===== config.mk =====
export PLATFORM = sky130hd
export DESIGN_NAME = counter_ctrl_flat
export DESIGN_NICKNAME = d
export VERILOG_FILES = /design/src/rtl/counter_pkg.sv /design/src/rtl/counter_ctrl_if.sv /design/src/rtl/counter_core.sv /design/src/rtl/counter_ctrl.sv /design/src/flat_wrapper.sv
export SDC_FILE = /design/constraint.sdc
export NUM_CORES = 1
export LEC_CHECK = 0
export ABC_AREA = 0
export BUFFER_PORTS_ARGS = -buffer_cell sky130_fd_sc_hd__clkbuf_2
export CAP_MARGIN = 10
export CORE_ASPECT_RATIO = 0.8
export CORE_MARGIN = 5
export CORE_UTILIZATION = 58
export CTS_CLUSTER_SIZE = 20
export DETAILED_ROUTE_END_ITERATION = 8
export PLACE_DENSITY_LB_ADDON = 0.12
export SLEW_MARGIN = 30
export SYNTH_ARGS = -nofsm -noshare
export SYNTH_HDL_FRONTEND = slang
export SYNTH_SLANG_ARGS = --single-unit

===== constraint.sdc =====
create_clock -name clk -period 6 [get_ports clk]
set_clock_uncertainty 0.05 [all_clocks]
set_input_delay 1.2 -clock clk [delete_from_list [all_inputs] [get_ports clk]]
set_output_delay 1.2 -clock clk [all_outputs]
set_load 0.02 [all_outputs]

===== src/rtl/counter_pkg.sv =====
// rtl/counter_pkg.sv - shared widths, command encodings and FSM states for counter_ctrl
package counter_pkg;
  localparam int DEF_WIDTH      = 26;
  localparam int DEF_PRESCALE_W = 8;

  typedef enum logic [1:0] {
    OP_NOP    = 2'd0,
    OP_START  = 2'd1,
    OP_STOP   = 2'd2,
    OP_RESUME = 2'd3
  } op_t;

  typedef enum logic [1:0] {
    ST_IDLE = 2'd0,
    ST_RUN  = 2'd1,
    ST_DONE = 2'd2
  } state_t;
endpackage


===== src/rtl/counter_ctrl_if.sv =====
// rtl/counter_ctrl_if.sv - command/status bundle for counter_ctrl; prescale present with TIMER_PRESCALE_EN
interface counter_ctrl_if #(
  parameter int WIDTH      = counter_pkg::DEF_WIDTH,
  parameter int PRESCALE_W = counter_pkg::DEF_PRESCALE_W
);
  logic             cmd_valid;
  logic             cmd_ready;
  logic [1:0]       cmd_op;
  logic [WIDTH-1:0] cmd_arg;
  logic             auto_reload;
  logic [WIDTH-1:0] data;
  logic             running;
  logic             done;
`ifdef TIMER_PRESCALE_EN
  logic [PRESCALE_W-1:0] prescale;

  modport master (output cmd_valid, cmd_op, cmd_arg, auto_reload, prescale,
                  input  cmd_ready, data, running, done);
  modport slave  (input  cmd_valid, cmd_op, cmd_arg, auto_reload, prescale,
                  output cmd_ready, data, running, done);
`else
  modport master (output cmd_valid, cmd_op, cmd_arg, auto_reload,
                  input  cmd_ready, data, running, done);
  modport slave  (input  cmd_valid, cmd_op, cmd_arg, auto_reload,
                  output cmd_ready, data, running, done);
`endif
endinterface


===== src/rtl/counter_core.sv =====
// rtl/counter_core.sv - WIDTH-bit up-counter with clear, enable and equal-to-limit flag
module counter_core #(
  parameter int WIDTH = counter_pkg::DEF_WIDTH
) (
  input  logic             clk,
  input  logic             rst_n,
  input  logic             clr,
  input  logic             en,
  input  logic [WIDTH-1:0] limit,
  output logic [WIDTH-1:0] count,
  output logic             eq
);
  always_ff @(posedge clk) begin
    if (!rst_n)   count <= '0;
    else if (clr) count <= '0;
    else if (en)  count <= count + 1'b1;
  end

  assign eq = (count == limit);
endmodule


===== src/rtl/counter_ctrl.sv =====
// rtl/counter_ctrl.sv - start/stop/resume sequencer for counter_core; optional prescaler with TIMER_PRESCALE_EN
module counter_ctrl import counter_pkg::*; #(
  parameter int WIDTH      = DEF_WIDTH,
  parameter int PRESCALE_W = DEF_PRESCALE_W
) (
  input  logic          clk,
  input  logic          rst_n,
  counter_ctrl_if.slave bus
);
  state_t           state, state_nx;
  logic [WIDTH-1:0] limit;
  logic             load_limit, clr, en, eq, tick, done_nx, acc;

  assign bus.cmd_ready = (state != ST_DONE);
  assign bus.running   = (state == ST_RUN);
  assign acc           = bus.cmd_valid && bus.cmd_ready;

`ifdef TIMER_PRESCALE_EN
  logic [PRESCALE_W-1:0] psc;

  assign tick = (psc == bus.prescale);

  // Any command that changes run state restarts the divider so the first tick is a full period.
  always_ff @(posedge clk) begin
    if (!rst_n)
      psc <= '0;
    else if (acc && (bus.cmd_op == OP_START || bus.cmd_op == OP_STOP ||
                     (bus.cmd_op == OP_RESUME && state == ST_IDLE)))
      psc <= '0;
    else if (state == ST_RUN)
      psc <= tick ? '0 : psc + 1'b1;
  end
`else
  assign tick = 1'b1;
`endif

  always_comb begin
    state_nx   = state;
    load_limit = 1'b0;
    clr        = 1'b0;
    en         = 1'b0;
    done_nx    = 1'b0;
    case (state)
      ST_DONE: state_nx = ST_IDLE;
      default: begin
        // Accepted START/STOP/RESUME take priority over a coincident terminal count.
        if (acc && bus.cmd_op == OP_START) begin
          load_limit = 1'b1;
          clr        = 1'b1;
          state_nx   = ST_RUN;
        end else if (acc && bus.cmd_op == OP_STOP) begin
          state_nx = ST_IDLE;
        end else if (acc && bus.cmd_op == OP_RESUME && state == ST_IDLE) begin
          state_nx = ST_RUN;
        end else if (state == ST_RUN && tick) begin
          if (eq) begin
            done_nx = 1'b1;
            if (bus.auto_reload) clr      = 1'b1;
            else                 state_nx = ST_DONE;
          end else begin
            en = 1'b1;
          end
        end
      end
    endcase
  end

  always_ff @(posedge clk) begin
    if (!rst_n) begin
      state    <= ST_IDLE;
      limit    <= '0;
      bus.done <= 1'b0;
    end else begin
      state    <= state_nx;
      bus.done <= done_nx;
      if (load_limit) limit <= bus.cmd_arg;
    end
  end

  counter_core #(.WIDTH(WIDTH)) u_core (
    .clk   (clk),
    .rst_n (rst_n),
    .clr   (clr),
    .en    (en),
    .limit (limit),
    .count (bus.data),
    .eq    (eq)
  );
endmodule


===== src/flat_wrapper.sv =====
// flat-port wrapper written by rule: the top's interface ports become plain ports
module counter_ctrl_flat import counter_pkg::*;
#(
  parameter int WIDTH      = DEF_WIDTH,
  parameter int PRESCALE_W = DEF_PRESCALE_W
)
  (clk, rst_n, bus_cmd_valid, bus_cmd_op, bus_cmd_arg, bus_auto_reload, bus_cmd_ready, bus_data, bus_running, bus_done);
  counter_ctrl_if #(.WIDTH(WIDTH), .PRESCALE_W(PRESCALE_W)) bus_i ();
  input  logic clk;
  input  logic rst_n;
  input wire logic [$bits(bus_i.cmd_valid)-1:0] bus_cmd_valid;
  input wire logic [$bits(bus_i.cmd_op)-1:0] bus_cmd_op;
  input wire logic [$bits(bus_i.cmd_arg)-1:0] bus_cmd_arg;
  input wire logic [$bits(bus_i.auto_reload)-1:0] bus_auto_reload;
  output wire logic [$bits(bus_i.cmd_ready)-1:0] bus_cmd_ready;
  output wire logic [$bits(bus_i.data)-1:0] bus_data;
  output wire logic [$bits(bus_i.running)-1:0] bus_running;
  output wire logic [$bits(bus_i.done)-1:0] bus_done;
  assign bus_i.cmd_valid = bus_cmd_valid;
  assign bus_i.cmd_op = bus_cmd_op;
  assign bus_i.cmd_arg = bus_cmd_arg;
  assign bus_i.auto_reload = bus_auto_reload;
  assign bus_cmd_ready = bus_i.cmd_ready;
  assign bus_data = bus_i.data;
  assign bus_running = bus_i.running;
  assign bus_done = bus_i.done;
  counter_ctrl #(.WIDTH(WIDTH), .PRESCALE_W(PRESCALE_W)) u_core (.clk(clk), .rst_n(rst_n), .bus(bus_i));
endmodule

==> impl_metrics.tcl <==
set metrics [dict create \
    p_int_mw 0.5123 \
    dp.cells 436 \
    drt-total-wl_um 6363 \
    status "completed" \
    worst_pin_slew_ps 724.2 \
    cts_tree "yes" \
    layout-drive-gt1-share 0.2057 \
    nets 416 \
    place_hpwl_um 4804 \
    row_count 22 \
    endpoint "u_core.u_core.count[20]" \
    ys_seq_area_frac 0.4037 \
    cts_max_path_buffers 2 \
    criticalPathCategory "in2reg" \
    io_buffers 60 \
    ys_async_sr_fraction 0 \
    crit_path_end_kind "register" \
    peakVddDrop_v 0.0001507 \
    clock.fmax_ghz 0.3574 \
    r2r_slack_ps 3560 \
    cp_max_fo 18 \
    numCtsBuffers 5 \
    critPathArrivalTime_ps 2990 \
    placed_cell_area_mm2 0.003065 \
    netSwitchingFraction 0.2628 \
    insertion_delay_ps 300 \
    grt_pass1_vias 2237 \
    antenna_found_initial 0 \
    h-tree-depth 2 \
    post_cts_buffers 0 \
    combPwrFrac 0.133 \
    synth_edf_count 0 \
    crit_required_ps 6190 \
    maxCapViolations 0 \
    netlist_instances 326 \
    min_period_ps 2798 \
    finalSetupTns_ps 0 \
    power.share.clock 0.317 \
    syn_to_final_growth_pct 16.06 \
    wl_met1_um 3137 \
    ys.flop_type "dfxtp_1" \
    grt_max_degree 32 \
    reg2reg_to "u_core.u_core.count[17]" \
    wl_met2_um 2754 \
    instances_no_fill 444 \
    gp_congestion 0.8162 \
    power_frac_seq 0.549 \
    grt_first_pass_wirelength_um 10720 \
    clk_pin_slew_ps 90 \
    rsz0062_at_grt "false" \
    synth.net_count 359 \
    power_density_mw_per_mm2 219.5 \
    p_switching_mw 0.1826 \
    r2r_start "u_core.u_core.count[11]" \
    highest_layer "met4" \
    dr.first_iter.drc_count 189 \
    cts_resized 0 \
    start_util 0.5969 \
    setup_ws_ps 3202 \
    synth_area_mm2 0.002728 \
    startpoint "bus_cmd_op[0]" \
    leakage_nw 1.347 \
    met3WireLength_um 403 \
    stdcell_area_mm2 0.003166 \
    die_w_um 86.67 \
    post-route-drc-count 0 \
    vias 2511 \
    startpoint_type "primary input" \
    dieArea_mm2 0.006183 \
    ff2ff_path_depth 6 \
    grt_usage 0.2138 \
    wl_per_cell_um 14.33 \
    hold_path.class "reg2reg" \
    holdBufCountCts 0 \
    relSlewSlack 0.5167 \
    via_per_inst 5.655 \
    setup_viol 0 \
    hold_viol 0 \
    drv_slew 0 \
    yosys_register_bits 55 \
    place_ws_ps 2884 \
    synth_warnings 0 \
    final_core_util 0.6928 \
    core_area_mm2 0.004569 \
    cts_root_buf "clkbuf_8" \
    firstDrtPassIters 5 \
    dieHeight_um 71.34 \
    finalCritPeriodShare 0.4664 \
    pin_count 61 \
    antenna_cells 0 \
    avgSynthCellArea_um2 8.367 \
    gr-total-overflow 0 \
    ys_types 40 \
    clock_sinks 55 \
    ant_nets 0 \
]
-- per-layer routing --
metal / vias up / GRT usage
li1: 1267 / -
met1: 1164 / 0.3215
met2: 69 / 0.3124
met3: 11 / 0.04368
met4: 0 / 0.05017
met5: - / 0
-- power groups by stage --
| stage | combinational [mW] | clock (mW) | sequential, mW |
|---|---|---|---|
| after global placement | 0.0882 | 0 | 0.390 |
| after floorplan | 0.0656 | 0 | 0.390 |
| final | 0.0927 | 0.221 | 0.382 |
| after detailed placement | 0.0920 | 0 | 0.390 |
| after CTS | 0.0927 | 0.222 | 0.382 |
| after global routing | 0.103 | 0.237 | 0.383 |
-- registers in the layout, indices dropped and copies added, names as in the netlist --
name and flops:
u_core.bus.done 1, u_core.u_core.count 26, u_core.limit 26, u_core.state 2
-- placed cells by master, fill, tap and decap left out, drive strengths merged, types with 7 or more instances in the layout --
cell type  count
a21boi        26
nor2          10
o21ai         17
nand4         10
clkbuf        68
a21oi         24
o31ai          7
or4            7
nand2         72
or3           15
xor2          28
dfxtp         55
nor4           7
-- worst max-delay path: stages --
cell and delay [ps]:
clkbuf_2 110, xor2_1 200, a21oi_4 300, o2111ai_2 410, or4_1 610, a21oi_1 150
-- cells in the mapped netlist (6+ instances only) --
library cell	n	area share
clkbuf_1	7	0.0096
nor4_1	6	0.014
or4_1	7	0.019
dfxtp_1	55	0.40
xor2_1	28	0.090
o21ai_0	17	0.031
nand4_1	9	0.021
or3_1	15	0.034
a21boi_0	26	0.072
a21oi_1	23	0.042
nor2_1	9	0.012
and3_1	6	0.014
nand2_1	71	0.098
o31ai_1	7	0.019
-- stage by stage --
stage | total power, mW | hold slack (ps)
after floorplan | 0.4555 | 405.1
final | 0.6950 | 429.6
after global placement | 0.4781 | 415.4
after CTS | 0.6966 | 433.1
after detailed placement | 0.4825 | 420.8
after global routing | 0.7236 | 453.8
-- layout make-up --
class | instances | area [µm²]
multi-input combinational | 255 | 1548
fill | 420 | 1404
sequential | 55 | 1101
timing repair buffer | 63 | 330.3
clock buffer | 8 | 100.1
tap | 60 | 75.07
inverter | 3 | 11.26
-- cell families after synthesis --
family | after synthesis | synth area share
flip-flops | 55 | 0.4037
multiplexers | 1 | 0.003670
XOR/XNOR | 31 | 0.09954
AO/OA/AOI/OAI | 80 | 0.1991
AND/OR/NAND/NOR | 142 | 0.2606
adder cells (fa/ha/maj) | 1 | 0.004586
buffers and inverters | 16 | 0.02890
-- worst min path at each step --
stage,from,end,depth (start not counted)
detailed placement,u_core.limit[1],u_core.limit[1],2
CTS,u_core.limit[1],u_core.limit[1],2
global placement,u_core.limit[1],u_core.limit[1],2
floorplan,u_core.limit[10],u_core.limit[10],2
finish,u_core.limit[1],u_core.limit[1],2
global route,u_core.limit[4],u_core.limit[4],2
(Power assumes the default switching activity.)
